File: config.mk
export PLATFORM = sky130hd
export DESIGN_NAME = bus_master_flat
export DESIGN_NICKNAME = d
export VERILOG_FILES = /design/src/rtl/bus_master_if.sv /design/src/rtl/bus_master.sv /design/src/flat_wrapper.sv
export SDC_FILE = /design/constraint.sdc
export NUM_CORES = 1
export LEC_CHECK = 0
export BUFFER_PORTS_ARGS = -buffer_cell sky130_fd_sc_hd__clkbuf_2
export CELL_PAD_IN_SITES_DETAIL_PLACEMENT = 1
export CELL_PAD_IN_SITES_GLOBAL_PLACEMENT = 2
export CORE_MARGIN = 2
export CORE_UTILIZATION = 30
export CTS_CLUSTER_DIAMETER = 150
export DETAILED_ROUTE_END_ITERATION = 7
export PLACE_DENSITY_LB_ADDON = 0.1
export SYNTH_ARGS = -nofsm -noshare
export SYNTH_HDL_FRONTEND = slang
export SYNTH_SLANG_ARGS = --single-unit
export TNS_END_PERCENT = 20
File: constraint.sdc
create_clock -name CPUCLK_IN -period 2.3 [get_ports CPUCLK_IN]
set_clock_uncertainty 0.1 [all_clocks]
set_input_delay 0.23 -clock CPUCLK_IN [delete_from_list [all_inputs] [get_ports CPUCLK_IN]]
set_output_delay 0.23 -clock CPUCLK_IN [all_outputs]
set_load 0.005 [all_outputs]
File: src/rtl/bus_master_if.sv
// ---------------------------------------------------------------------------
// bus_master_if -- request side and external bus side of bus_master.
//
// Request side : REQ, REQ_RW (1=read), REQ_SIZE (1=byte), REQ_ADDR[23:0],
//                REQ_WDATA[15:0]  ->  ACK, ERR, RDATA[15:0], BUSY
// Bus side     : AS, UDS, LDS (active-high strobes), RW (1=read),
//                ADDR[23:0], DATA_OUT[15:0], DATA_OE  ->  external bus
//                DATA_IN[15:0], DTACK_IN, BERR_IN (pre-synchronised)
//
// Modports: master = the bus_master view, slave = the environment view.
// ---------------------------------------------------------------------------
interface bus_master_if;
  logic        REQ;
  logic        REQ_RW;
  logic        REQ_SIZE;
  logic [23:0] REQ_ADDR;
  logic [15:0] REQ_WDATA;
  logic        ACK;
  logic        ERR;
  logic [15:0] RDATA;
  logic        BUSY;
  logic        AS;
  logic        UDS;
  logic        LDS;
  logic        RW;
  logic [23:0] ADDR;
  logic [15:0] DATA_OUT;
  logic        DATA_OE;
  logic [15:0] DATA_IN;
  logic        DTACK_IN;
  logic        BERR_IN;

  modport master (
    input  REQ, REQ_RW, REQ_SIZE, REQ_ADDR, REQ_WDATA,
    input  DATA_IN, DTACK_IN, BERR_IN,
    output ACK, ERR, RDATA, BUSY,
    output AS, UDS, LDS, RW, ADDR, DATA_OUT, DATA_OE
  );

  modport slave (
    output REQ, REQ_RW, REQ_SIZE, REQ_ADDR, REQ_WDATA,
    output DATA_IN, DTACK_IN, BERR_IN,
    input  ACK, ERR, RDATA, BUSY,
    input  AS, UDS, LDS, RW, ADDR, DATA_OUT, DATA_OE
  );
endinterface

File: src/rtl/bus_master.sv
// ---------------------------------------------------------------------------
// bus_master -- 68000-style asynchronous bus cycle generator.
//
// Ports:
//   CPUCLK_IN  single clock, all state changes on its rising edge
//   RESET_n    asynchronous, active-low reset
//   bus        bus_master_if.master (request handshake + external bus)
//
// Cycle: IDLE -> ADDR -> ASSERT -> WAIT -> LATCH -> NEGATE -> IDLE.
// A bus error in WAIT skips LATCH; a misaligned word request goes straight
// from IDLE to NEGATE without touching the bus. All outputs are registered.
//
// Optional feature (macro BUS_MASTER_TIMEOUT_EN): an 8-bit WAIT counter that
// aborts the cycle with ERR after TIMEOUT_CYCLES WAIT cycles (2..255).
// Without the macro WAIT ends only on DTACK_IN or BERR_IN.
// ---------------------------------------------------------------------------
module bus_master #(
  parameter int TIMEOUT_CYCLES = 255
) (
  input  logic         CPUCLK_IN,
  input  logic         RESET_n,
  bus_master_if.master bus
);

  typedef enum logic [2:0] {
    S_IDLE, S_ADDR, S_ASSERT, S_WAIT, S_LATCH, S_NEGATE
  } state_e;

  state_e      state_q;
  logic        as_q, uds_q, lds_q, oe_q;
  logic        ack_q, err_q, busy_q;
  logic        rw_q;
  logic        byte_q;
  logic        uds_sel_q, lds_sel_q;
  logic [23:0] addr_q;
  logic [15:0] dout_q;
  logic [15:0] rdata_q;

`ifdef BUS_MASTER_TIMEOUT_EN
  localparam logic [7:0] TMO_LAST = 8'(TIMEOUT_CYCLES - 1);
  logic [7:0] tmo_cnt_q;
`else
  logic unused_timeout;
  assign unused_timeout = ^TIMEOUT_CYCLES;
`endif

  always_ff @(posedge CPUCLK_IN or negedge RESET_n) begin
    if (!RESET_n) begin
      state_q   <= S_IDLE;
      as_q      <= 1'b0;
      uds_q     <= 1'b0;
      lds_q     <= 1'b0;
      oe_q      <= 1'b0;
      ack_q     <= 1'b0;
      err_q     <= 1'b0;
      busy_q    <= 1'b0;
      rw_q      <= 1'b1;
      byte_q    <= 1'b0;
      uds_sel_q <= 1'b0;
      lds_sel_q <= 1'b0;
      addr_q    <= 24'h0;
      dout_q    <= 16'h0;
      rdata_q   <= 16'h0;
`ifdef BUS_MASTER_TIMEOUT_EN
      tmo_cnt_q <= 8'h0;
`endif
    end else begin
      // ACK/ERR are single-cycle pulses; only NEGATE entry raises them.
      ack_q <= 1'b0;
      err_q <= 1'b0;
      case (state_q)
        S_IDLE: begin
          // A stale termination from the previous slave blocks the start.
          if (bus.REQ && !bus.DTACK_IN && !bus.BERR_IN) begin
            rw_q      <= bus.REQ_RW;
            addr_q    <= bus.REQ_ADDR;
            byte_q    <= bus.REQ_SIZE;
            uds_sel_q <= !bus.REQ_SIZE || !bus.REQ_ADDR[0];
            lds_sel_q <= !bus.REQ_SIZE || bus.REQ_ADDR[0];
            // Byte writes replicate the byte so either lane carries it.
            dout_q    <= bus.REQ_SIZE ? {2{bus.REQ_WDATA[7:0]}} : bus.REQ_WDATA;
            busy_q    <= 1'b1;
            if (!bus.REQ_SIZE && bus.REQ_ADDR[0]) begin
              // Misaligned word: report an error without a bus cycle.
              state_q <= S_NEGATE;
              ack_q   <= 1'b1;
              err_q   <= 1'b1;
            end else begin
              state_q <= S_ADDR;
            end
          end
        end

        S_ADDR: begin
          state_q <= S_ASSERT;
          as_q    <= 1'b1;
          // Reads strobe DS with AS; writes drive data first, DS a cycle later.
          if (rw_q) begin
            uds_q <= uds_sel_q;
            lds_q <= lds_sel_q;
          end else begin
            oe_q  <= 1'b1;
          end
        end

        S_ASSERT: begin
          state_q <= S_WAIT;
          uds_q   <= uds_sel_q;
          lds_q   <= lds_sel_q;
`ifdef BUS_MASTER_TIMEOUT_EN
          tmo_cnt_q <= 8'h0;
`endif
        end

        S_WAIT: begin
          // BERR has priority over a simultaneous DTACK.
          if (bus.BERR_IN) begin
            state_q <= S_NEGATE;
            as_q    <= 1'b0;
            uds_q   <= 1'b0;
            lds_q   <= 1'b0;
            ack_q   <= 1'b1;
            err_q   <= 1'b1;
          end else if (bus.DTACK_IN) begin
            state_q <= S_LATCH;
          end
`ifdef BUS_MASTER_TIMEOUT_EN
          else if (tmo_cnt_q == TMO_LAST) begin
            state_q <= S_NEGATE;
            as_q    <= 1'b0;
            uds_q   <= 1'b0;
            lds_q   <= 1'b0;
            ack_q   <= 1'b1;
            err_q   <= 1'b1;
          end else begin
            tmo_cnt_q <= tmo_cnt_q + 8'd1;
          end
`endif
        end

        S_LATCH: begin
          state_q <= S_NEGATE;
          as_q    <= 1'b0;
          uds_q   <= 1'b0;
          lds_q   <= 1'b0;
          ack_q   <= 1'b1;
          if (rw_q) begin
            // UDS carries D15..8 (even byte), LDS carries D7..0 (odd byte).
            if (!byte_q)
              rdata_q <= bus.DATA_IN;
            else if (addr_q[0])
              rdata_q <= {8'h00, bus.DATA_IN[7:0]};
            else
              rdata_q <= {8'h00, bus.DATA_IN[15:8]};
          end
        end

        S_NEGATE: begin
          // Write data stays driven through NEGATE for slave hold time.
          state_q <= S_IDLE;
          busy_q  <= 1'b0;
          oe_q    <= 1'b0;
        end

        default: begin
          state_q <= S_IDLE;
          as_q    <= 1'b0;
          uds_q   <= 1'b0;
          lds_q   <= 1'b0;
          oe_q    <= 1'b0;
          busy_q  <= 1'b0;
        end
      endcase
    end
  end

  assign bus.ACK      = ack_q;
  assign bus.ERR      = err_q;
  assign bus.RDATA    = rdata_q;
  assign bus.BUSY     = busy_q;
  assign bus.AS       = as_q;
  assign bus.UDS      = uds_q;
  assign bus.LDS      = lds_q;
  assign bus.RW       = rw_q;
  assign bus.ADDR     = addr_q;
  assign bus.DATA_OUT = dout_q;
  assign bus.DATA_OE  = oe_q;

endmodule

File: src/flat_wrapper.sv
// flat-port wrapper written by rule: the top's interface ports become plain ports
module bus_master_flat 
#(
  parameter int TIMEOUT_CYCLES = 255
)
  (CPUCLK_IN, RESET_n, bus_REQ, bus_REQ_RW, bus_REQ_SIZE, bus_REQ_ADDR, bus_REQ_WDATA, bus_DATA_IN, bus_DTACK_IN, bus_BERR_IN, bus_ACK, bus_ERR, bus_RDATA, bus_BUSY, bus_AS, bus_UDS, bus_LDS, bus_RW, bus_ADDR, bus_DATA_OUT, bus_DATA_OE);
  bus_master_if bus_i ();
  input  logic CPUCLK_IN;
  input  logic RESET_n;
  input wire logic [$bits(bus_i.REQ)-1:0] bus_REQ;
  input wire logic [$bits(bus_i.REQ_RW)-1:0] bus_REQ_RW;
  input wire logic [$bits(bus_i.REQ_SIZE)-1:0] bus_REQ_SIZE;
  input wire logic [$bits(bus_i.REQ_ADDR)-1:0] bus_REQ_ADDR;
  input wire logic [$bits(bus_i.REQ_WDATA)-1:0] bus_REQ_WDATA;
  input wire logic [$bits(bus_i.DATA_IN)-1:0] bus_DATA_IN;
  input wire logic [$bits(bus_i.DTACK_IN)-1:0] bus_DTACK_IN;
  input wire logic [$bits(bus_i.BERR_IN)-1:0] bus_BERR_IN;
  output wire logic [$bits(bus_i.ACK)-1:0] bus_ACK;
  output wire logic [$bits(bus_i.ERR)-1:0] bus_ERR;
  output wire logic [$bits(bus_i.RDATA)-1:0] bus_RDATA;
  output wire logic [$bits(bus_i.BUSY)-1:0] bus_BUSY;
  output wire logic [$bits(bus_i.AS)-1:0] bus_AS;
  output wire logic [$bits(bus_i.UDS)-1:0] bus_UDS;
  output wire logic [$bits(bus_i.LDS)-1:0] bus_LDS;
  output wire logic [$bits(bus_i.RW)-1:0] bus_RW;
  output wire logic [$bits(bus_i.ADDR)-1:0] bus_ADDR;
  output wire logic [$bits(bus_i.DATA_OUT)-1:0] bus_DATA_OUT;
  output wire logic [$bits(bus_i.DATA_OE)-1:0] bus_DATA_OE;
  assign bus_i.REQ = bus_REQ;
  assign bus_i.REQ_RW = bus_REQ_RW;
  assign bus_i.REQ_SIZE = bus_REQ_SIZE;
  assign bus_i.REQ_ADDR = bus_REQ_ADDR;
  assign bus_i.REQ_WDATA = bus_REQ_WDATA;
  assign bus_i.DATA_IN = bus_DATA_IN;
  assign bus_i.DTACK_IN = bus_DTACK_IN;
  assign bus_i.BERR_IN = bus_BERR_IN;
  assign bus_ACK = bus_i.ACK;
  assign bus_ERR = bus_i.ERR;
  assign bus_RDATA = bus_i.RDATA;
  assign bus_BUSY = bus_i.BUSY;
  assign bus_AS = bus_i.AS;
  assign bus_UDS = bus_i.UDS;
  assign bus_LDS = bus_i.LDS;
  assign bus_RW = bus_i.RW;
  assign bus_ADDR = bus_i.ADDR;
  assign bus_DATA_OUT = bus_i.DATA_OUT;
  assign bus_DATA_OE = bus_i.DATA_OE;
  bus_master #(.TIMEOUT_CYCLES(TIMEOUT_CYCLES)) u_core (.CPUCLK_IN(CPUCLK_IN), .RESET_n(RESET_n), .bus(bus_i));
endmodule
[Word level (Yosys, flattened, before mapping)]
Cells that the tools add are included.
Storage, ports and cells
  register bits after elaboration: 70
  bits in latches: 0
  RAM bits: 0
  memory bits (read-only): 0
  input bits: 63
  output and inout port bits: 64
  logic and storage cells: 73
  memories kept: 0
Cells by class
  $add $sub $neg: 0
  $mul: 0
  div/mod/pow operators: 0
  $lt $le $gt $ge: 0
  eq/ne operators: 10
  shifts and indexed selects: 0
  muxes and demuxes: 23
  bitwise operators: 4
  reductions and logical operators: 21
Operators by type and width (number)
  two-way mux 16 bit: 2
  one-hot mux 3 bit (5 select lines): 1
  two-way mux 3 bit: 4
  AND reduction 2 bit: 6
  two-way mux 1 bit: 8
  two-way mux 8 bit: 1
  one-hot mux 1 bit (4 select lines): 2
  OR reduction 4 bit: 2
  == test 3 x 2 -> 1 bit, second input constant: 2
  == test 3 bit, second input constant: 2
  one-hot mux 1 bit (2 select lines): 3
  one-hot mux 1 bit (3 select lines): 2
  zero test 1 bit: 4
  != test 2 x 1 -> 1 bit, second input constant: 2
  != test 2 bit, second input constant: 2
  NOT 1 bit: 4
  == test 3 x 1 -> 1 bit, second input constant: 1
  logical AND 1 bit: 3
  zero test 3 bit: 1
  != test 3 bit, second input constant: 1
  AND reduction 3 bit: 1
  OR reduction 3 bit: 1
  logical OR 1 bit: 2
  OR reduction 2 bit: 1

[Depth between registers and ports, before layout]
  depth in word-level cells: 5
  gate-level depth with buffers: 6
  mapped depth without buffers: 3

[Least setup slack after synthesis]
No wires, ideal clock.
  path kind: register to register
  start point: reg u_core.state_q[1]
  end point: reg u_core.addr_q[0], in the netlist u_core.bus.ADDR[0]
  library setup time: 125 ps
  arrival: 1639 ps
  required time: 2075 ps
  path slack: 436 ps
  stages on the path, launching flop included: 7
  buffers on the path: 3
  clock period less this slack: 1864 ps
  cells stage by stage: dfrtp_1 > clkbuf_1 > or2_2 > nor3_2 > buf_4 > buf_6 > mux2_2
Between the ends
  longest elaborated chain between the ends: 2
RTL lines
  start, declared: RTL line bus_master.sv:29  | state_e state_q;
  start signal, assigned: RTL line bus_master.sv:49  | state_q <= S_IDLE;
  start signal, assigned: RTL line bus_master.sv:85  | state_q <= S_NEGATE;
  start signal, assigned: RTL line bus_master.sv:89  | state_q <= S_ADDR;
  zero test 3 bit: RTL line bus_master.sv:71  | case (state_q)
  AND reduction 2 bit (no source line)
  end signal, assigned: RTL line bus_master.sv:76  | addr_q <= bus.REQ_ADDR;
  end, declared: RTL line bus_master.sv:35  | logic [23:0] addr_q;
Every way passes these cells.
A chain may end at the register's enable or synchronous reset.

[Worst setup path in the final report]
  start point: reg u_core.state_q[0]
  end point: reg u_core.dout_q[4], in the netlist u_core.bus.DATA_OUT[4]
Between the ends
  longest elaborated chain between the ends: 2
RTL lines
  zero test 3 bit: RTL line bus_master.sv:71
  AND reduction 2 bit (no source line)
  end signal, assigned: RTL line bus_master.sv:81  | dout_q <= bus.REQ_SIZE ? {2{bus.REQ_WDATA[7:0]}} : bus.REQ_WDATA;
  end, declared: RTL line bus_master.sv:36  | logic [15:0] dout_q;
Every way passes these cells.

==> results.md <==
- Run status: completed
- Required @ worst endpoint: about 2400 ps
- DP Wirelength: 5.20 mm
- Yosys top cell by area: dfrtp_1
- Dominant cells by area after synthesis: dfrtp_1 57%, mux2_2 17%, mux2_4 4.0%
- DRT Pass-1 Iters: 4
- GRT overflow: 0
- Routed len/inst: between 10 and 15 um
- Cell Chain, Critical Path: or2_2 -> or3_1 -> mux2_4
- Final core occ: 42.9%
- Post-route ant nets: 0
- Worst skew pair latency: 340 ps
- Initial antenna violation count: 0
- Rows: 36
- Setup CP Type: reg -> reg
- Max stage delay cell, worst path: or3_1
- Die X: 104 um
- Cts repair resizes: 0
- Core Region: slightly below 0.01 mm2
- Top-area cell type share of the netlist area: 57.5%
- CP bufs+invs: 0
- Vias per inst: roughly 4.4
- Max-cap violations: 0
- Crit path capture type: register
- Clock buffer depth: 2
- First-pass GRT wire length: around 12 mm
- Final setup TNS: 0 ps
- Post-CTS Setup Inserts: 0
- IO Count: 127
- Die Y: 104 um
- CP top delay family: simple AND/OR/NAND/NOR gates
- Tcrit/Tclk final: between 80% and 90%
- Peak Freq: 0.533 GHz
- Leak: about 2.1 nW
- Vias in the first global route: around 2,400
- Area Overhead vs Synth: 38.8%
- # setup viols final: 0
- Pre-CTS worst setup slack: 265 ps
- Syn avg cell area: approximately 13 um2
- TritonCTS clock tree: yes
- Clock Tree Root: clkbuf_8
- Gpl congestion: 0.714
- Htree depth: 3
- Worst Tran Pin Value: 592 ps
- DRC viols: 0
- Fin. max-slew vios: 0
- Post-synth net total: 289
- Clock sinks: 70
- Post-CTS Hold Fix Bufs: 11
- Largest net degree at the start of global routing: 71
- Power density over cell area: roughly 1200 mW/mm2
- Crit path DAT: 2000 ps
- Startpoint type of the worst setup path: register
- Seq/Total Area, Yosys: 58.4%
- Number of buffers created by CTS: 9
- Nets@finish: 430
- RSZ-0062 raised after global routing: no
- Max FO, Critical Path: 8
- Routed WL: roughly 7.5 mm
- Post-synth EDFFs: 0
- Final worst slack: 423 ps
- # fillers: about 1,100
- Worst Hold Class: in -> reg
- Layout cells sized above 1: 55.4%
- Iteration-0 DRC Markers: 48
- Global Route Usage Sum: ~14%
- Worst VDD drop: 375 uV
- Slew HR: 60.5%
- PortBufs: approximately 130
- Synth Register Bits: 70
- Yosys warns: 0
- Initial Util: 30.9%
- Worst path max stage delay: between 500 and 600 ps
- Netlist Area Pre-Place: 0.00300 mm2
- Final period demand of the worst path: 1880 ps
- Dominant synthesized flop cell: dfrtp_1
- Asr flop ratio synth: 100%
- Antenna cells: 0
- Hold Vio Cnt, Final: 0
- Post-synth cell types: 34
- Die area: 0.0108 mm2
- Mapped Cells: 226
- Worst-path clk slew: 80 ps
- Via count: 2,231
kinds of logic (layout without fill, tap and decap cells):
| logic type | count (synthesis) | after routing | share of synthesized area, % |
|---|---|---|---|
| and+or+nand+nor | 50 | 50 | 8.95 |
| buffers and inverters | 14 | 160 | 2.50 |
| AOI/OAI and AO/OA | 29 | 29 | 6.00 |
| xor gates and xnor gates | 1 | 1 | 0.292 |
| muxes | 62 | 62 | 23.9 |
| DFF | 70 | 70 | 58.4 |
worst register-to-register path, stage by stage, from the launching register on:
cell and delay, ps:
dfrtp_1 380, or2_2 370, or3_1 550, mux2_4 370
report_power, final:
group	total [W]	switching, W	internal (W)
Sequential	0.00215	0.000330	0.00182
Clock	0.00123	0.000478	0.000753
Combinational	0.00182	0.000773	0.00105
Total	0.00521	0.00158	0.00362
state kept, by name, summed over array words and instances (netlist names), 3 cells and up:
register             flops
u_core.bus.DATA_OUT     16
u_core.state_q           3
u_core.bus.RDATA        16
u_core.bus.ADDR         24
per-layer routing:
layer  routed length, um  global-route usage, %  share of wire, %  up-vias
met5                   0                      0                 0        -
met4                 116                   5.79               1.5        0
met3                 574                   5.39               7.6        9
met2                3590                   23.4                48       76
met1                3250                   17.5                43     1077
li1                    -                      -                 -     1069
final cells by class:
cell class                 instances  area, um2  area share (%)
sequential                        70       1750            42.0
clock buffer                      11        141            3.39
multi-input combinational        142       1180            28.4
clock inverter                     5        106            2.55
tap                              133        166            3.99
timing repair buffer             144        821            19.7
through the flow:
step	area [um2]	total power (W)	std cells	hold WS, ps
2_1_floorplan	3000	0.00313	226	-166
3_3_place_gp	3810	0.00398	478	180
3_5_place_dp	3810	0.00403	478	181
4_1_cts	4170	0.00532	505	0.232
5_1_grt	4170	0.00561	505	2.20
6_report	4170	0.00521	505	18.2
synth_stat cells (2+ instances only):
cell type,number
nand2b_1,12
a21oi_1,2
nor2b_1,2
nand3b_1,2
o21ai_0,18
mux2_4,8
dfrtp_1,69
buf_6,2
nor2_1,4
nor3b_1,3
clkbuf_1,8
buf_2,3
mux2_2,46
nand2_1,20
mux2i_1,8
worst paths after layout:
check                                    startpoint                     end  slack (ps)  cells after the start
worst max-delay path              u_core.state_q[0]  u_core.bus.DATA_OUT[4]         420                      3
worst min-delay path                bus_REQ_ADDR[2]      u_core.bus.ADDR[2]          20                      2
worst max register to register    u_core.state_q[0]  u_core.bus.DATA_OUT[4]         420                      3
worst min register to register  u_core.bus.RDATA[2]     u_core.bus.RDATA[2]         380                      2
max in group asynchronous                   RESET_n           u_core.bus.RW        1450                      3
min in group asynchronous                   RESET_n          u_core.bus.ERR         320                      3
cells in the final DEF (no fill, tap or decap), types with 2 or more instances in the layout:
| cell type | n |
|---|---|
| mux2_4 | 8 |
| a21oi_1 | 2 |
| nand2_1 | 20 |
| buf_4 | 6 |
| nand2b_1 | 12 |
| clkbuf_2 | 125 |
| nand3b_1 | 2 |
| mux2_2 | 46 |
| clkbuf_8 | 10 |
| buf_12 | 2 |
| nor2b_1 | 2 |
| bufinv_16 | 3 |
| dfrtp_1 | 69 |
| mux2i_1 | 8 |
| o21ai_0 | 18 |
| nor3b_1 | 3 |
| dlygate4sd3_1 | 11 |
| nor2_1 | 4 |
No activity file was read; power rests on OpenSTA's default activity.
